**src/rtl/alu_arbiter_if.sv**
```systemverilog
// alu_arbiter_if: request/ALU/response bundle between requesters, arbiter and the shared ALU, plus ALU op codes.
`ifndef ALU_OP_ADD
`define ALU_OP_ADD 3'd0
`define ALU_OP_SUB 3'd1
`define ALU_OP_AND 3'd2
`define ALU_OP_OR  3'd3
`define ALU_OP_XOR 3'd4
`define ALU_OP_SLT 3'd5
`define ALU_OP_SLL 3'd6
`define ALU_OP_SRL 3'd7
`endif

interface alu_arbiter_if #(parameter int XLEN = 32);
    logic [1:0]      req_valid_i;
    logic [1:0]      req_ready_o;
    logic [XLEN-1:0] req0_a_i;
    logic [XLEN-1:0] req0_b_i;
    logic [2:0]      req0_ctrl_i;
    logic            req0_mod_i;
    logic [XLEN-1:0] req1_a_i;
    logic [XLEN-1:0] req1_b_i;
    logic [2:0]      req1_ctrl_i;
    logic            req1_mod_i;
    logic [XLEN-1:0] alu_a_o;
    logic [XLEN-1:0] alu_b_o;
    logic [2:0]      alu_ctrl_o;
    logic            alu_mod_o;
    logic [XLEN-1:0] alu_result_i;
    logic            alu_zero_i;
    logic            resp_valid_o;
    logic            resp_ready_i;
    logic            resp_id_o;
    logic [XLEN-1:0] resp_result_o;
    logic            resp_zero_o;

    modport slave (
        input  req_valid_i, req0_a_i, req0_b_i, req0_ctrl_i, req0_mod_i,
        input  req1_a_i, req1_b_i, req1_ctrl_i, req1_mod_i,
        input  alu_result_i, alu_zero_i, resp_ready_i,
        output req_ready_o, alu_a_o, alu_b_o, alu_ctrl_o, alu_mod_o,
        output resp_valid_o, resp_id_o, resp_result_o, resp_zero_o
    );

    modport master (
        output req_valid_i, req0_a_i, req0_b_i, req0_ctrl_i, req0_mod_i,
        output req1_a_i, req1_b_i, req1_ctrl_i, req1_mod_i,
        output alu_result_i, alu_zero_i, resp_ready_i,
        input  req_ready_o, alu_a_o, alu_b_o, alu_ctrl_o, alu_mod_o,
        input  resp_valid_o, resp_id_o, resp_result_o, resp_zero_o
    );
endinterface

```
**src/rtl/alu_arbiter.sv**
```systemverilog
// alu_arbiter: shares one combinational ALU between execute (port 0) and branch/address unit (port 1); ALU_ARB_PERF_CNT_EN adds grant/stall counters.
module alu_arbiter #(
    parameter int XLEN       = 32,
    parameter int PRIO_FIXED = 0
) (
    input  logic        clk_i,
    input  logic        rst_ni,
    input  logic        flush_i,
    alu_arbiter_if.slave bus
`ifdef ALU_ARB_PERF_CNT_EN
    ,
    output logic [31:0] grant_cnt0_o,
    output logic [31:0] grant_cnt1_o,
    output logic [31:0] stall_cnt_o
`endif
);
    typedef enum logic [1:0] {IDLE, EXEC, RESP} state_t;

    state_t          state;
    logic            last_grant;
    logic            op_id;
    logic            op_mod;
    logic [2:0]      op_ctrl;
    logic [XLEN-1:0] op_a;
    logic [XLEN-1:0] op_b;
    logic            resp_valid;
    logic            resp_id;
    logic            resp_zero;
    logic [XLEN-1:0] resp_result;
    logic            accept_en;
    logic            winner;
    logic            handshake;
    logic [1:0]      ready;

    // Pick a winner among valid ports and grant it only when a new op can be taken this cycle
    always_comb begin
        accept_en = (state == IDLE) || (state == RESP && bus.resp_ready_i);
        winner    = &bus.req_valid_i ? ((PRIO_FIXED != 0) ? 1'b0 : ~last_grant) : bus.req_valid_i[1];
        ready     = (rst_ni && !flush_i && accept_en && |bus.req_valid_i) ? (winner ? 2'b10 : 2'b01) : 2'b00;
        handshake = |ready;
    end

    // Operation FSM: latch the winning op, run the ALU for one cycle, hold the response until taken
    always_ff @(posedge clk_i or negedge rst_ni) begin
        if (!rst_ni) begin
            state       <= IDLE;
            last_grant  <= 1'b1;
            op_id       <= 1'b0;
            op_a        <= '0;
            op_b        <= '0;
            op_ctrl     <= `ALU_OP_ADD;
            op_mod      <= 1'b0;
            resp_valid  <= 1'b0;
            resp_id     <= 1'b0;
            resp_result <= '0;
            resp_zero   <= 1'b0;
        end else if (flush_i) begin
            state      <= IDLE;
            resp_valid <= 1'b0;
        end else begin
            if (handshake) begin
                op_id      <= winner;
                op_a       <= winner ? bus.req1_a_i : bus.req0_a_i;
                op_b       <= winner ? bus.req1_b_i : bus.req0_b_i;
                op_ctrl    <= winner ? bus.req1_ctrl_i : bus.req0_ctrl_i;
                op_mod     <= winner ? bus.req1_mod_i : bus.req0_mod_i;
                last_grant <= winner;
            end
            if (state == EXEC) begin
                resp_valid  <= 1'b1;
                resp_id     <= op_id;
                resp_result <= bus.alu_result_i;
                resp_zero   <= bus.alu_zero_i;
            end else if (state == RESP && bus.resp_ready_i) begin
                resp_valid <= 1'b0;
            end
            state <= handshake ? EXEC :
                     (state == EXEC || (state == RESP && !bus.resp_ready_i)) ? RESP : IDLE;
        end
    end

`ifdef ALU_ARB_PERF_CNT_EN
    // Per-port accepted handshakes and cycles where someone waited without being accepted
    always_ff @(posedge clk_i or negedge rst_ni) begin
        if (!rst_ni) begin
            grant_cnt0_o <= '0;
            grant_cnt1_o <= '0;
            stall_cnt_o  <= '0;
        end else begin
            grant_cnt0_o <= grant_cnt0_o + {31'b0, ready[0]};
            grant_cnt1_o <= grant_cnt1_o + {31'b0, ready[1]};
            stall_cnt_o  <= stall_cnt_o + {31'b0, |bus.req_valid_i & ~handshake};
        end
    end
`endif

    assign bus.req_ready_o   = ready;
    assign bus.alu_a_o       = (state == EXEC) ? op_a : '0;
    assign bus.alu_b_o       = (state == EXEC) ? op_b : '0;
    assign bus.alu_ctrl_o    = (state == EXEC) ? op_ctrl : `ALU_OP_ADD;
    assign bus.alu_mod_o     = (state == EXEC) && op_mod;
    assign bus.resp_valid_o  = resp_valid;
    assign bus.resp_id_o     = resp_id;
    assign bus.resp_result_o = resp_result;
    assign bus.resp_zero_o   = resp_zero;
endmodule

```
**src/flat_wrapper.sv**
```systemverilog
// flat-port wrapper written by rule: the top's interface ports become plain ports
module alu_arbiter_flat 
#(
    parameter int XLEN       = 32,
    parameter int PRIO_FIXED = 0
)
  (clk_i, rst_ni, flush_i, bus_req_valid_i, bus_req0_a_i, bus_req0_b_i, bus_req0_ctrl_i, bus_req0_mod_i, bus_req1_a_i, bus_req1_b_i, bus_req1_ctrl_i, bus_req1_mod_i, bus_alu_result_i, bus_alu_zero_i, bus_resp_ready_i, bus_req_ready_o, bus_alu_a_o, bus_alu_b_o, bus_alu_ctrl_o, bus_alu_mod_o, bus_resp_valid_o, bus_resp_id_o, bus_resp_result_o, bus_resp_zero_o);
  alu_arbiter_if #(.XLEN(XLEN)) bus_i ();
  input  logic clk_i;
  input  logic rst_ni;
  input  logic flush_i;
  input wire logic [$bits(bus_i.req_valid_i)-1:0] bus_req_valid_i;
  input wire logic [$bits(bus_i.req0_a_i)-1:0] bus_req0_a_i;
  input wire logic [$bits(bus_i.req0_b_i)-1:0] bus_req0_b_i;
  input wire logic [$bits(bus_i.req0_ctrl_i)-1:0] bus_req0_ctrl_i;
  input wire logic [$bits(bus_i.req0_mod_i)-1:0] bus_req0_mod_i;
  input wire logic [$bits(bus_i.req1_a_i)-1:0] bus_req1_a_i;
  input wire logic [$bits(bus_i.req1_b_i)-1:0] bus_req1_b_i;
  input wire logic [$bits(bus_i.req1_ctrl_i)-1:0] bus_req1_ctrl_i;
  input wire logic [$bits(bus_i.req1_mod_i)-1:0] bus_req1_mod_i;
  input wire logic [$bits(bus_i.alu_result_i)-1:0] bus_alu_result_i;
  input wire logic [$bits(bus_i.alu_zero_i)-1:0] bus_alu_zero_i;
  input wire logic [$bits(bus_i.resp_ready_i)-1:0] bus_resp_ready_i;
  output wire logic [$bits(bus_i.req_ready_o)-1:0] bus_req_ready_o;
  output wire logic [$bits(bus_i.alu_a_o)-1:0] bus_alu_a_o;
  output wire logic [$bits(bus_i.alu_b_o)-1:0] bus_alu_b_o;
  output wire logic [$bits(bus_i.alu_ctrl_o)-1:0] bus_alu_ctrl_o;
  output wire logic [$bits(bus_i.alu_mod_o)-1:0] bus_alu_mod_o;
  output wire logic [$bits(bus_i.resp_valid_o)-1:0] bus_resp_valid_o;
  output wire logic [$bits(bus_i.resp_id_o)-1:0] bus_resp_id_o;
  output wire logic [$bits(bus_i.resp_result_o)-1:0] bus_resp_result_o;
  output wire logic [$bits(bus_i.resp_zero_o)-1:0] bus_resp_zero_o;
  assign bus_i.req_valid_i = bus_req_valid_i;
  assign bus_i.req0_a_i = bus_req0_a_i;
  assign bus_i.req0_b_i = bus_req0_b_i;
  assign bus_i.req0_ctrl_i = bus_req0_ctrl_i;
  assign bus_i.req0_mod_i = bus_req0_mod_i;
  assign bus_i.req1_a_i = bus_req1_a_i;
  assign bus_i.req1_b_i = bus_req1_b_i;
  assign bus_i.req1_ctrl_i = bus_req1_ctrl_i;
  assign bus_i.req1_mod_i = bus_req1_mod_i;
  assign bus_i.alu_result_i = bus_alu_result_i;
  assign bus_i.alu_zero_i = bus_alu_zero_i;
  assign bus_i.resp_ready_i = bus_resp_ready_i;
  assign bus_req_ready_o = bus_i.req_ready_o;
  assign bus_alu_a_o = bus_i.alu_a_o;
  assign bus_alu_b_o = bus_i.alu_b_o;
  assign bus_alu_ctrl_o = bus_i.alu_ctrl_o;
  assign bus_alu_mod_o = bus_i.alu_mod_o;
  assign bus_resp_valid_o = bus_i.resp_valid_o;
  assign bus_resp_id_o = bus_i.resp_id_o;
  assign bus_resp_result_o = bus_i.resp_result_o;
  assign bus_resp_zero_o = bus_i.resp_zero_o;
  alu_arbiter #(.XLEN(XLEN), .PRIO_FIXED(PRIO_FIXED)) u_core (.clk_i(clk_i), .rst_ni(rst_ni), .flush_i(flush_i), .bus(bus_i));
endmodule
```
**config.mk**
```make
export PLATFORM = sky130hd
export DESIGN_NAME = alu_arbiter_flat
export DESIGN_NICKNAME = d
export VERILOG_FILES = /design/src/rtl/alu_arbiter_if.sv /design/src/rtl/alu_arbiter.sv /design/src/flat_wrapper.sv
export SDC_FILE = /design/constraint.sdc
export NUM_CORES = 1
export LEC_CHECK = 0
export CORE_ASPECT_RATIO = 1.2
export CORE_UTILIZATION = 25
export CTS_BUF_LIST = sky130_fd_sc_hd__clkbuf_16
export DETAILED_ROUTE_END_ITERATION = 16
export SYNTH_ARGS = -nofsm -noshare
export SYNTH_HDL_FRONTEND = slang
export SYNTH_SLANG_ARGS = --single-unit
```
**constraint.sdc**
```tcl
create_clock -name clk_i -period 4.1 [get_ports clk_i]
set_input_delay 0.82 -clock clk_i [delete_from_list [all_inputs] [get_ports clk_i]]
set_output_delay 0.82 -clock clk_i [all_outputs]
set_load 0.01 [all_outputs]
```
* Yosys cells after proc, flatten, opt, wreduce, memory -nomap -nowiden *
Index checks and enable logic that the tools add are counted.
W data, S select, Z words.

word-level totals
  bits in registers = 107
  bits of input ports = 175
  output and inout bits = 105
  logic and storage cells = 48

cells by class
  equal/unequal tests = 2
  muxes and demuxes = 16
  bitwise logic cells = 2
  reduce and logical (&&, ||, !) cells = 17

operator list
  cell                  count
  $mux W32              4
  $mux W2               5
  $logic_and A1 B1 Y1   6
  $mux W3               2
  $reduce_and A2 Y1     3
  $mux W1               5
  $reduce_or A2 Y1      2
  $reduce_bool A3 Y1    1
  $eq A2 B1 Y1 const B  1
  $eq A2 B2 Y1 const B  1
  $logic_not A1 Y1      2
  $logic_not A2 Y1      1
  $logic_or A1 B1 Y1    2
  $not A1 Y1            2

* Longest topological paths before layout *
  depth after elaboration = 9
  depth in mapped cells = 5

* Worst setup path before layout *
OpenSTA, ideal clock, no wires.

  kind = in2out
  start point = input flush_i
  end point = output bus_req_ready_o[0]
  arrival time = 2.018 ns
  required time = 3.280 ns
  slack = 1.262 ns
  stages on the path = 4
  path buffers = 1
  cells stage by stage = nand2b_1 nor4_4 buf_6 nor2b_1

on the way
  word-level cells in the longest chain between the ends = 5

RTL lines
  element                           RTL line            source
  start, declared                   flat_wrapper.sv:11  input logic flush_i;
  $logic_not A1 Y1                  alu_arbiter.sv:39   ready = (rst_ni && !flush_i && accept_en && |bus.req_valid_i) ? (winner ? 2'b10 : 2'b01) : 2'b00;
  $logic_and A1 B1 Y1 (3 in a row)  alu_arbiter.sv:39
  $mux W2                           alu_arbiter.sv:39
  end, declared                     flat_wrapper.sv:24  output wire logic [$bits(bus_i.req_ready_o)-1:0] bus_req_ready_o;

Every way passes these cells.

* Final worst setup path *
Same ends and word-level chain as after synthesis.

==> reports/qor.yml <==
timing:
  tightest_slew_ns: 0.922
  grt_setup_unrepaired: "no"
  slew_viol_final: 0
  fin_skew_ns: 0.00776
  clock.fmax_mhz: 292
  setup_violations: 0
  tns_ns: 0
  finalCritPeriodShare_pct: 83.7
  hold_viol: 0
  slew_headroom_pct: 38.5
  period_needed_ns: 3.43
job:
  maxCapViolCount: 0
worst_setup_path:
  crit_end: "bus_req_ready_o[0]"
  r2r_slack_ns: 1.77
  startpoint_type: "primary input"
  regToRegEndpoint: "u_core.op_ctrl[1]$_DFFE_PN0P_"
  endpoint_kind: "primary output"
  required_ns: 3.28
  startpoint: "flush_i"
  worstSetupPathType: "primary input to primary output"
  crit_fanout: 4
  regToRegStartpoint: "u_core.state[1]$_DFF_PN0_"
  ff2ff_path_depth: 4
  arrival_ns: 2.61
logic_synthesis:
  yosysSeqAreaShare_pct: 50.6
  synth_ff_type: "dfrtp_1"
  synth_area_sq_um: 5300
  synth_area_leaders: "dfrtp_1 50%, mux2_2 35%, and2_1 8.1%"
  yosys.cell_types.count: 18
  yosysTopAreaCellShare_pct: 50.1
  synthCells: 388
  synth_area_per_cell_sq_um: 13.7
  synth_common_cells: "166 x mux2_2, 106 x dfrtp_1, 69 x and2_1, 15 x clkbuf_1, 7 x buf_6"
  synth_edf_count: 0
  synth-seq-cells: 107
  synth-async-reset-ratio_pct: 100
  synthesis.nets: 563
  yosysTopAreaCell: "dfrtp_1"
  yosysWarnings: 0
  synth.most_common_cell: "mux2_2"
floorplan:
  ioPinCount: 280
  start_util_pct: 25.8
  fp.dieH_microns: 161
  core-area_sq_um: 20500
  die_w_microns: 135
  num_rows: 57
  die_area_sq_um: 21800
grt:
  antenna_found_initial: 1
  use_met3_pct: 4.05
  grt_util_all_layers_pct: 13.0
  grt-busiest-layer: "met2"
  grt_pass1_wl_mm: 22.0
  use_met1_pct: 13.7
  first_global_vias: 4263
  met2_usage_pct: 24.4
  grt-ovfl-total: 0
  grt_max_degree: 72
clock_tree:
  clk_pin_slew_ns: 0.07
  cts_sinks: 107
  cts-resized-gates: 0
  root_buffer: "clkbuf_16"
  post-cts-setup-buffers: 0
  cts_buffer_depth: 2
  cts-hold-fix-buffers: 0
  htreeDepth: 3
  numCtsBuffers: 9
  clk_latency_ns: 0.35
  cts_tree: "yes"
power_and_ir_drop:
  p_comb_share_pct: 30.4
  seqPwrFrac_pct: 43.1
  power.internal_w: 0.00251
  leakage_nw: 3.40
  vdd_ir_drop_max_mv: 0.202
  p_sw_share_pct: 26.0
  power_switching_w: 0.000884
  clkPwrFrac_pct: 26.4
  p_per_area_nw_per_um2: 392
placed_design:
  port_buffers: 279
  gp_congestion: 0.697
  dp_hpwl_mm: 10.5
route:
  routedWlPerCell_microns: 15.2
  drc_errors: 0
  drt-initial-drc-count: 80
  dr.pass1.iters: 4
  viasPerCell: 4.24
  num_vias: 3946
  final_antenna_net_count: 0
  drt_wl_total_mm: 14.2
hold_path:
  holdCritPathClass: "flip-flop to flip-flop"
  min_from: "u_core.op_a[28]$_DFFE_PN0P_"
run_status:
  status: "complete, no violations"
layout:
  final_nets: 835
  drive_gt1_share_pct: 29.3
  syn2layout_area_growth_pct: 63.4
  final_core_util_pct: 42.1
==> critical path, stage by stage <==
cell	delay, ns
clkdlybuf4s50_1	0.49
nand2b_1	0.21
nor4_4	0.34
nor2b_1	0.20
clkdlybuf4s50_1	0.55
==> how the worst min path moves through the flow <==
| stage | slack (ns) | cells past startpoint | endpoint |
|---|---|---|---|
| 3_3_place_gp | 0.46 | 1 | u_core.op_a[28]$_DFFE_PN0P_ |
| 5_1_grt | 0.51 | 1 | u_core.op_a[28]$_DFFE_PN0P_ |
| 4_1_cts | 0.48 | 1 | u_core.op_a[28]$_DFFE_PN0P_ |
| 2_1_floorplan | 0.45 | 1 | u_core.op_a[28]$_DFFE_PN0P_ |
| 3_5_place_dp | 0.47 | 1 | u_core.op_a[2]$_DFFE_PN0P_ |
| 6_report | 0.48 | 1 | u_core.op_a[28]$_DFFE_PN0P_ |
==> state kept, by name (all words and copies together) (netlist names) <==
name,flops
u_core.op_a,32
u_core.last_grant,1
u_core.state,2
u_core.bus.resp_id_o,1
u_core.bus.resp_zero_o,1
u_core.op_id,1
u_core.op_ctrl,3
u_core.op_b,32
u_core.bus.resp_valid_o,1
u_core.bus.resp_result_o,32
u_core.op_mod,1
==> power by group through the flow <==
stage          registers [W]  logic (W)  clock network (W)
2_1_floorplan        0.00150   0.000458                  0
3_3_place_gp         0.00147    0.00103                  0
3_5_place_dp         0.00149    0.00106                  0
4_1_cts              0.00147    0.00106           0.000947
5_1_grt              0.00150    0.00111           0.000987
6_report             0.00146    0.00103           0.000897
==> stage by stage <==
step           instances  power [W]  setup slack (ns)  hold WS (ns)  area [sq um]
2_1_floorplan        388    0.00195              1.26         0.449          5300
3_3_place_gp         914    0.00251             0.677         0.460          8350
3_5_place_dp         914    0.00254             0.663         0.467          8350
4_1_cts              930    0.00347             0.641         0.483          8650
5_1_grt              930    0.00360             0.580         0.508          8650
6_report             931    0.00339             0.670         0.480          8660
==> metal layers <==
| metal | vias up | share of wire [%] |
|---|---|---|
| met1 | 1884 | 37 |
| met3 | 9 | 9.1 |
| met5 | - | 0 |
| met4 | 0 | 1.0 |
| met2 | 170 | 53 |
| li1 | 1883 | - |
==> kinds of logic after synthesis <==
group                  share of synthesized area, %
flip-flops                                     50.6
multiplexers                                   36.6
AO/OA/AOI/OAI                                 0.331
buffers and inverters                          2.90
AND/OR/NAND/NOR                                9.64
==> cells in the final DEF, fill, tap and decap left out, drive strengths merged <==
cell type        n
clkbuf           9
nor3             2
dfstp            1
bufinv           1
mux2           172
clkdlybuf4s50  278
clkinvlp         2
inv              5
and2            69
diode            1
a21boi           1
dfrtp          106
nor2b            4
a21oi            2
nand2b           1
nand2            1
nor2             2
nor4             1
buf              8
==> layout make-up <==
| class | instances | area, sq um |
|---|---|---|
| clock inverters | 7 | 82.6 |
| diodes | 1 | 2.50 |
| repair buffers | 286 | 2840 |
| flip-flops and latches | 107 | 2680 |
| multi-input cells | 255 | 2490 |
| fillers | 1890 | 11900 |
| inverters | 1 | 3.75 |
| well taps | 265 | 332 |
| clock buffers | 9 | 225 |
Note: power is estimated with default switching activity, not from simulation.
